## config.mk

```make
export PLATFORM = sky130hd
export DESIGN_NAME = rom_stream_reader
export DESIGN_NICKNAME = d
export VERILOG_FILES = /design/src/rtl/rom_stream_reader.sv
export SDC_FILE = /design/constraint.sdc
export NUM_CORES = 1
export LEC_CHECK = 0
export CAP_MARGIN = 40
export CORE_MARGIN = 8
export CORE_UTILIZATION = 44
export DETAILED_ROUTE_END_ITERATION = 16
export HOLD_SLACK_MARGIN = 0.15
export PLACE_DENSITY = 0.84
export SLEW_MARGIN = 15
export SYNTH_ARGS = -nofsm -noshare
export SYNTH_HDL_FRONTEND = slang
export SYNTH_SLANG_ARGS = --single-unit
```

## constraint.sdc

```tcl
create_clock -name clk -period 1.7 [get_ports clk]
set_input_delay 0.425 -clock clk [delete_from_list [all_inputs] [get_ports clk]]
set_output_delay 0.425 -clock clk [all_outputs]
set_load 0.1 [all_outputs]
```

## src/rtl/rom_stream_reader.sv

```systemverilog
// rom_stream_reader: drives a combinational ROM address, captures the read
// word and streams a programmed burst over a valid/ready interface.
//
// Ports:
//   clk, rst_n          clock and synchronous active-low reset
//   start               burst request, sampled only in IDLE
//   start_addr, length  first ROM word and word count of the burst (0..N)
//   busy                high while a burst is fetching or draining
//   done                one-cycle pulse after the last word is accepted
//   err                 one-cycle pulse when a start is rejected
//   rom_addr, rom_data  registered ROM address / combinational read data
//   out_data, out_valid, out_ready  streamed word with handshake
//   checksum            XOR of the burst's words (ROM_STREAM_CHECKSUM_EN only)
//
// Optional feature macro: ROM_STREAM_CHECKSUM_EN.

module rom_stream_reader #(
    parameter  int N  = 64,
    localparam int AW = $clog2(N),
    localparam int LW = $clog2(N) + 1
) (
    input  logic          clk,
    input  logic          rst_n,
    input  logic          start,
    input  logic [AW-1:0] start_addr,
    input  logic [LW-1:0] length,
    output logic          busy,
    output logic          done,
    output logic          err,
`ifdef ROM_STREAM_CHECKSUM_EN
    output logic [31:0]   checksum,
`endif
    output logic [AW-1:0] rom_addr,
    input  logic [31:0]   rom_data,
    output logic [31:0]   out_data,
    output logic          out_valid,
    input  logic          out_ready
);

    localparam logic [1:0] IDLE  = 2'd0;
    localparam logic [1:0] FETCH = 2'd1;
    localparam logic [1:0] DRAIN = 2'd2;

    localparam logic [LW-1:0] DEPTH    = LW'(N);
    localparam logic [AW-1:0] LAST_ADR = AW'(N - 1);

    logic [1:0]    state_q, state_d;
    logic [AW-1:0] addr_q, addr_d;
    logic [LW-1:0] rem_q, rem_d;
    logic [31:0]   data_q, data_d;
    logic          valid_q, valid_d;
    logic          done_q, done_d;
    logic          err_q, err_d;
`ifdef ROM_STREAM_CHECKSUM_EN
    logic [31:0]   csum_q, csum_d;
`endif

    logic args_bad;
    logic capture;

    // Zero-extend the address so the range check also works for
    // non-power-of-two depths.
    assign args_bad = ({1'b0, start_addr} >= DEPTH) || (length > DEPTH);

    // A new word may be loaded whenever the output register is empty or
    // is being emptied this same edge.
    assign capture = (state_q == FETCH) && (!valid_q || out_ready);

    always_comb begin
        state_d = state_q;
        addr_d  = addr_q;
        rem_d   = rem_q;
        data_d  = data_q;
        valid_d = valid_q;
        done_d  = 1'b0;
        err_d   = 1'b0;
`ifdef ROM_STREAM_CHECKSUM_EN
        csum_d  = csum_q;
`endif
        case (state_q)
            IDLE: begin
                if (start) begin
                    if (args_bad) begin
                        err_d = 1'b1;
                    end else begin
                        addr_d = start_addr;
                        rem_d  = length;
`ifdef ROM_STREAM_CHECKSUM_EN
                        csum_d = '0;
`endif
                        if (length == '0) begin
                            done_d = 1'b1;
                        end else begin
                            state_d = FETCH;
                        end
                    end
                end
            end
            FETCH: begin
                if (capture) begin
                    data_d  = rom_data;
                    valid_d = 1'b1;
                    addr_d  = (addr_q == LAST_ADR) ? '0 : addr_q + 1'b1;
                    rem_d   = rem_q - 1'b1;
`ifdef ROM_STREAM_CHECKSUM_EN
                    csum_d  = csum_q ^ rom_data;
`endif
                    if (rem_q == LW'(1)) begin
                        state_d = DRAIN;
                    end
                end
            end
            DRAIN: begin
                if (valid_q && out_ready) begin
                    valid_d = 1'b0;
                    done_d  = 1'b1;
                    state_d = IDLE;
                end
            end
            default: begin
                state_d = IDLE;
                valid_d = 1'b0;
            end
        endcase
    end

    always_ff @(posedge clk) begin
        if (!rst_n) begin
            state_q <= IDLE;
            addr_q  <= '0;
            rem_q   <= '0;
            data_q  <= '0;
            valid_q <= 1'b0;
            done_q  <= 1'b0;
            err_q   <= 1'b0;
`ifdef ROM_STREAM_CHECKSUM_EN
            csum_q  <= '0;
`endif
        end else begin
            state_q <= state_d;
            addr_q  <= addr_d;
            rem_q   <= rem_d;
            data_q  <= data_d;
            valid_q <= valid_d;
            done_q  <= done_d;
            err_q   <= err_d;
`ifdef ROM_STREAM_CHECKSUM_EN
            csum_q  <= csum_d;
`endif
        end
    end

    assign busy      = (state_q != IDLE);
    assign done      = done_q;
    assign err       = err_q;
    assign rom_addr  = addr_q;
    assign out_data  = data_q;
    assign out_valid = valid_q;
`ifdef ROM_STREAM_CHECKSUM_EN
    assign checksum  = csum_q;
`endif

endmodule

```

==> reports/qor.yml <==
dr.pass1.iters: 4
track_usage: 0.211
ys_seq_area_frac: 0.423
start_util: 0.460
skew_ps: 9.91
fin_nets: 451
slew_headroom: 0.706
tightest_slew_ps: 437
synth_area_mm2: 0.00236
synth_nets: 339
grtUsageMet3: 0.0441
pin_count: 91
rsz0062_at_grt: "true"
pwr_density_cell_mw_per_mm2: 848
place_inst: 459
cts_root_buf: "clkbuf_8"
path_clk_slew_ps: 90
io_buffers: 90
grt_use_met1: 0.245
synth_top_area_frac: 0.423
core_area_mm2: 0.00514
grt_pass1_wl_mm: 13.1
busiest_layer: "met2"
synth_most_common_cell: "nand2_1"
cts_tree: "done"
synth_top_cell_by_area: "dfxtp_1"
synth.cells.most_frequent: "nand2_1 (78), dfxtp_1 (50), a21oi_1 (44)"
num_rows: 26
gr-total-overflow: 0
hold_path_class: "reg -> reg"
vias: 2558
finalHoldViolations: 0
max-vdd-ir-drop_uv: 640
end_kind: "register"
drt-initial-drc-count: 123
nFillCells: 359
drive_above_1_share: 0.278
worst-path-max-fanout: 3
critPathTopFamily: "compound AO/OA/AOI/OAI gates"
die_h_um: 89.3
crit_path_top_delay_cell: "clkdlybuf4s50_1"
grt_use_met2: 0.373
viasPerCell: 5.44
arrival_ps: 1870
synthCells: 287
power_frac_seq: 0.397
dieArea_mm2: 0.00798
path_cells: "clkdlybuf4s50_1, or3b_4, o21ai_2, o221ai_2, a221oi_2"
insertedDiodeCount: 0
cts_sinks: 50
cp_num_buf_inv: 1
cpPeakStageDelay_ps: 510
gp_congestion: 0.879
synthToLayoutAreaGrowth_pct: 72.1
clock_latency_ps: 300
avgSynthCellArea_um2: 8.24
clk_path_buf_depth: 2
p_sw_frac: 0.380
synthDistinctLibCells: 55
drc: 0
post-route-min-period_ps: 1670
ys_ff_latch: 50
combinationalPowerShare: 0.395
leakage_nw: 1.53
intPower_mw: 2.14
routed_wl_mm: 8.28
ys.flop_type: "dfxtp_1"
status: "complete, no violations"
drtAntennaViolNets: 0
maxCapViolCount: 0
synth-edff-count: 0
yosys_warnings: 0
setup_violations: 0
utilization: 0.792
power_frac_clock: 0.208
hpwl_mm: 6.44
p_sw_mw: 1.31
wl_per_cell_um: 17.6
synth_area_leaders: "dfxtp_1 (42%), nand2_1 (12%), a21oi_1 (9.3%)"
async_flop_share: 0
final_cells: 470
critPathKind: "in -> reg"
cp.required_ps: 1900
first_global_vias: 2617
h-tree-depth: 2
numCtsBuffers: 5
grt_max_degree: 33
max_freq_ghz: 0.599
die_w_um: 89.3
startpoint_type: "input port"
slew_viol_final: 0
fin_crit_sh: 0.981
antenna_found_initial: 0
==> final cells by class <==
type / count / area, um2 / area share
Tap cell: 70 / 87.6 / 0.0215
Clock inverter: 2 / 12.5 / 0.00308
Clock buffer: 6 / 82.6 / 0.0203
Timing Repair Buffer: 123 / 1610 / 0.396
Inverter: 5 / 18.8 / 0.00461
Multi-Input combinational cell: 214 / 1240 / 0.306
Sequential cell: 50 / 1010 / 0.248
==> per-layer routing <==
metal | share of wire | wire length, um
met1 | 0.40 | 3300
met2 | 0.52 | 4270
met3 | 0.070 | 581
met4 | 0.014 | 120
met5 | 0 | 0
==> worst min-delay path, cell delays in order, from the launching register on <==
cell and delay [ps]:
dfxtp_1 340, nand2_1 60, a21oi_1 50
==> worst paths after layout <==
check	startpoint	endpoint	cells past startpoint	slack, ps
worst min-delay path	out_data[5]$_SDFFE_PN0P_	out_data[5]$_SDFFE_PN0P_	2	490
worst max-delay path	start	rem_q[0]$_SDFFE_PN0P_	5	30
worst min register to register	out_data[5]$_SDFFE_PN0P_	out_data[5]$_SDFFE_PN0P_	2	490
worst max register to register	state_q[0]$_SDFFE_PN0P_	rem_q[0]$_SDFFE_PN0P_	5	130
==> registers in the layout (all words and copies together) (netlist names) <==
| signal | flops |
|---|---|
| state_q | 2 |
| out_valid | 1 |
| done | 1 |
| out_data | 32 |
| rem_q | 7 |
| err | 1 |
| rom_addr | 6 |
==> kinds of logic after synthesis <==
logic type,after synthesis,synth area share
xor+xnor,1,0.00370
fa+ha+maj,3,0.0159
buf+inv,23,0.0545
mux,1,0.00423
flops,50,0.423
simple gates,119,0.241
compound gates,90,0.258
==> cells in the final DEF (no fill, tap or decap), types with 2 or more instances in the layout <==
master	instances
buf_6	2
buf_12	45
nor2_1	8
o211ai_1	3
nor3b_1	2
a221oi_1	2
clkdlybuf4s50_1	44
dfxtp_2	8
nor2b_1	2
nor3_1	4
buf_4	28
a211oi_1	9
dfxtp_1	42
a21oi_1	44
and2_1	2
clkbuf_8	6
a31oi_1	2
o21ai_0	3
o21ai_2	3
nand2_1	78
nand3_1	8
a21oi_2	3
inv_1	5
dlygate4sd2_1	3
o32ai_1	6
ha_1	3
==> through the flow <==
stage / instance area [um2] / worst slack [ps] / power (mW) / hold WS (ps) / setup TNS, ps
floorplan: 2370 / 12.0 / 2.16 / 443 / 0
global placement: 3930 / -398 / 2.72 / 466 / -8960
detailed placement: 3930 / -408 / 2.75 / 483 / -10670
CTS: 4040 / 2.04 / 3.46 / 495 / 0
global route: 4070 / -4.48 / 3.59 / 518 / -5.71
finish: 4070 / 31.8 / 3.45 / 495 / 0
==> power by group through the flow <==
stage / Combinational (mW) / Sequential [mW] / Clock [mW]
finish: 1.36 / 1.37 / 0.716
floorplan: 0.375 / 1.78 / 0
global route: 1.42 / 1.38 / 0.790
CTS: 1.36 / 1.37 / 0.738
global placement: 1.33 / 1.38 / 0
detailed placement: 1.35 / 1.39 / 0
==> what timing repair did <==
action | in CTS | in global routing
pin swaps | 2 | 3
hold buffers | 0 | 0
setup endpoints to repair | 9 | 25
buffers inserted | 2 | 1
gates cloned | 0 | 0
resized for setup | 3 | 8
(Power assumes the default switching activity.)
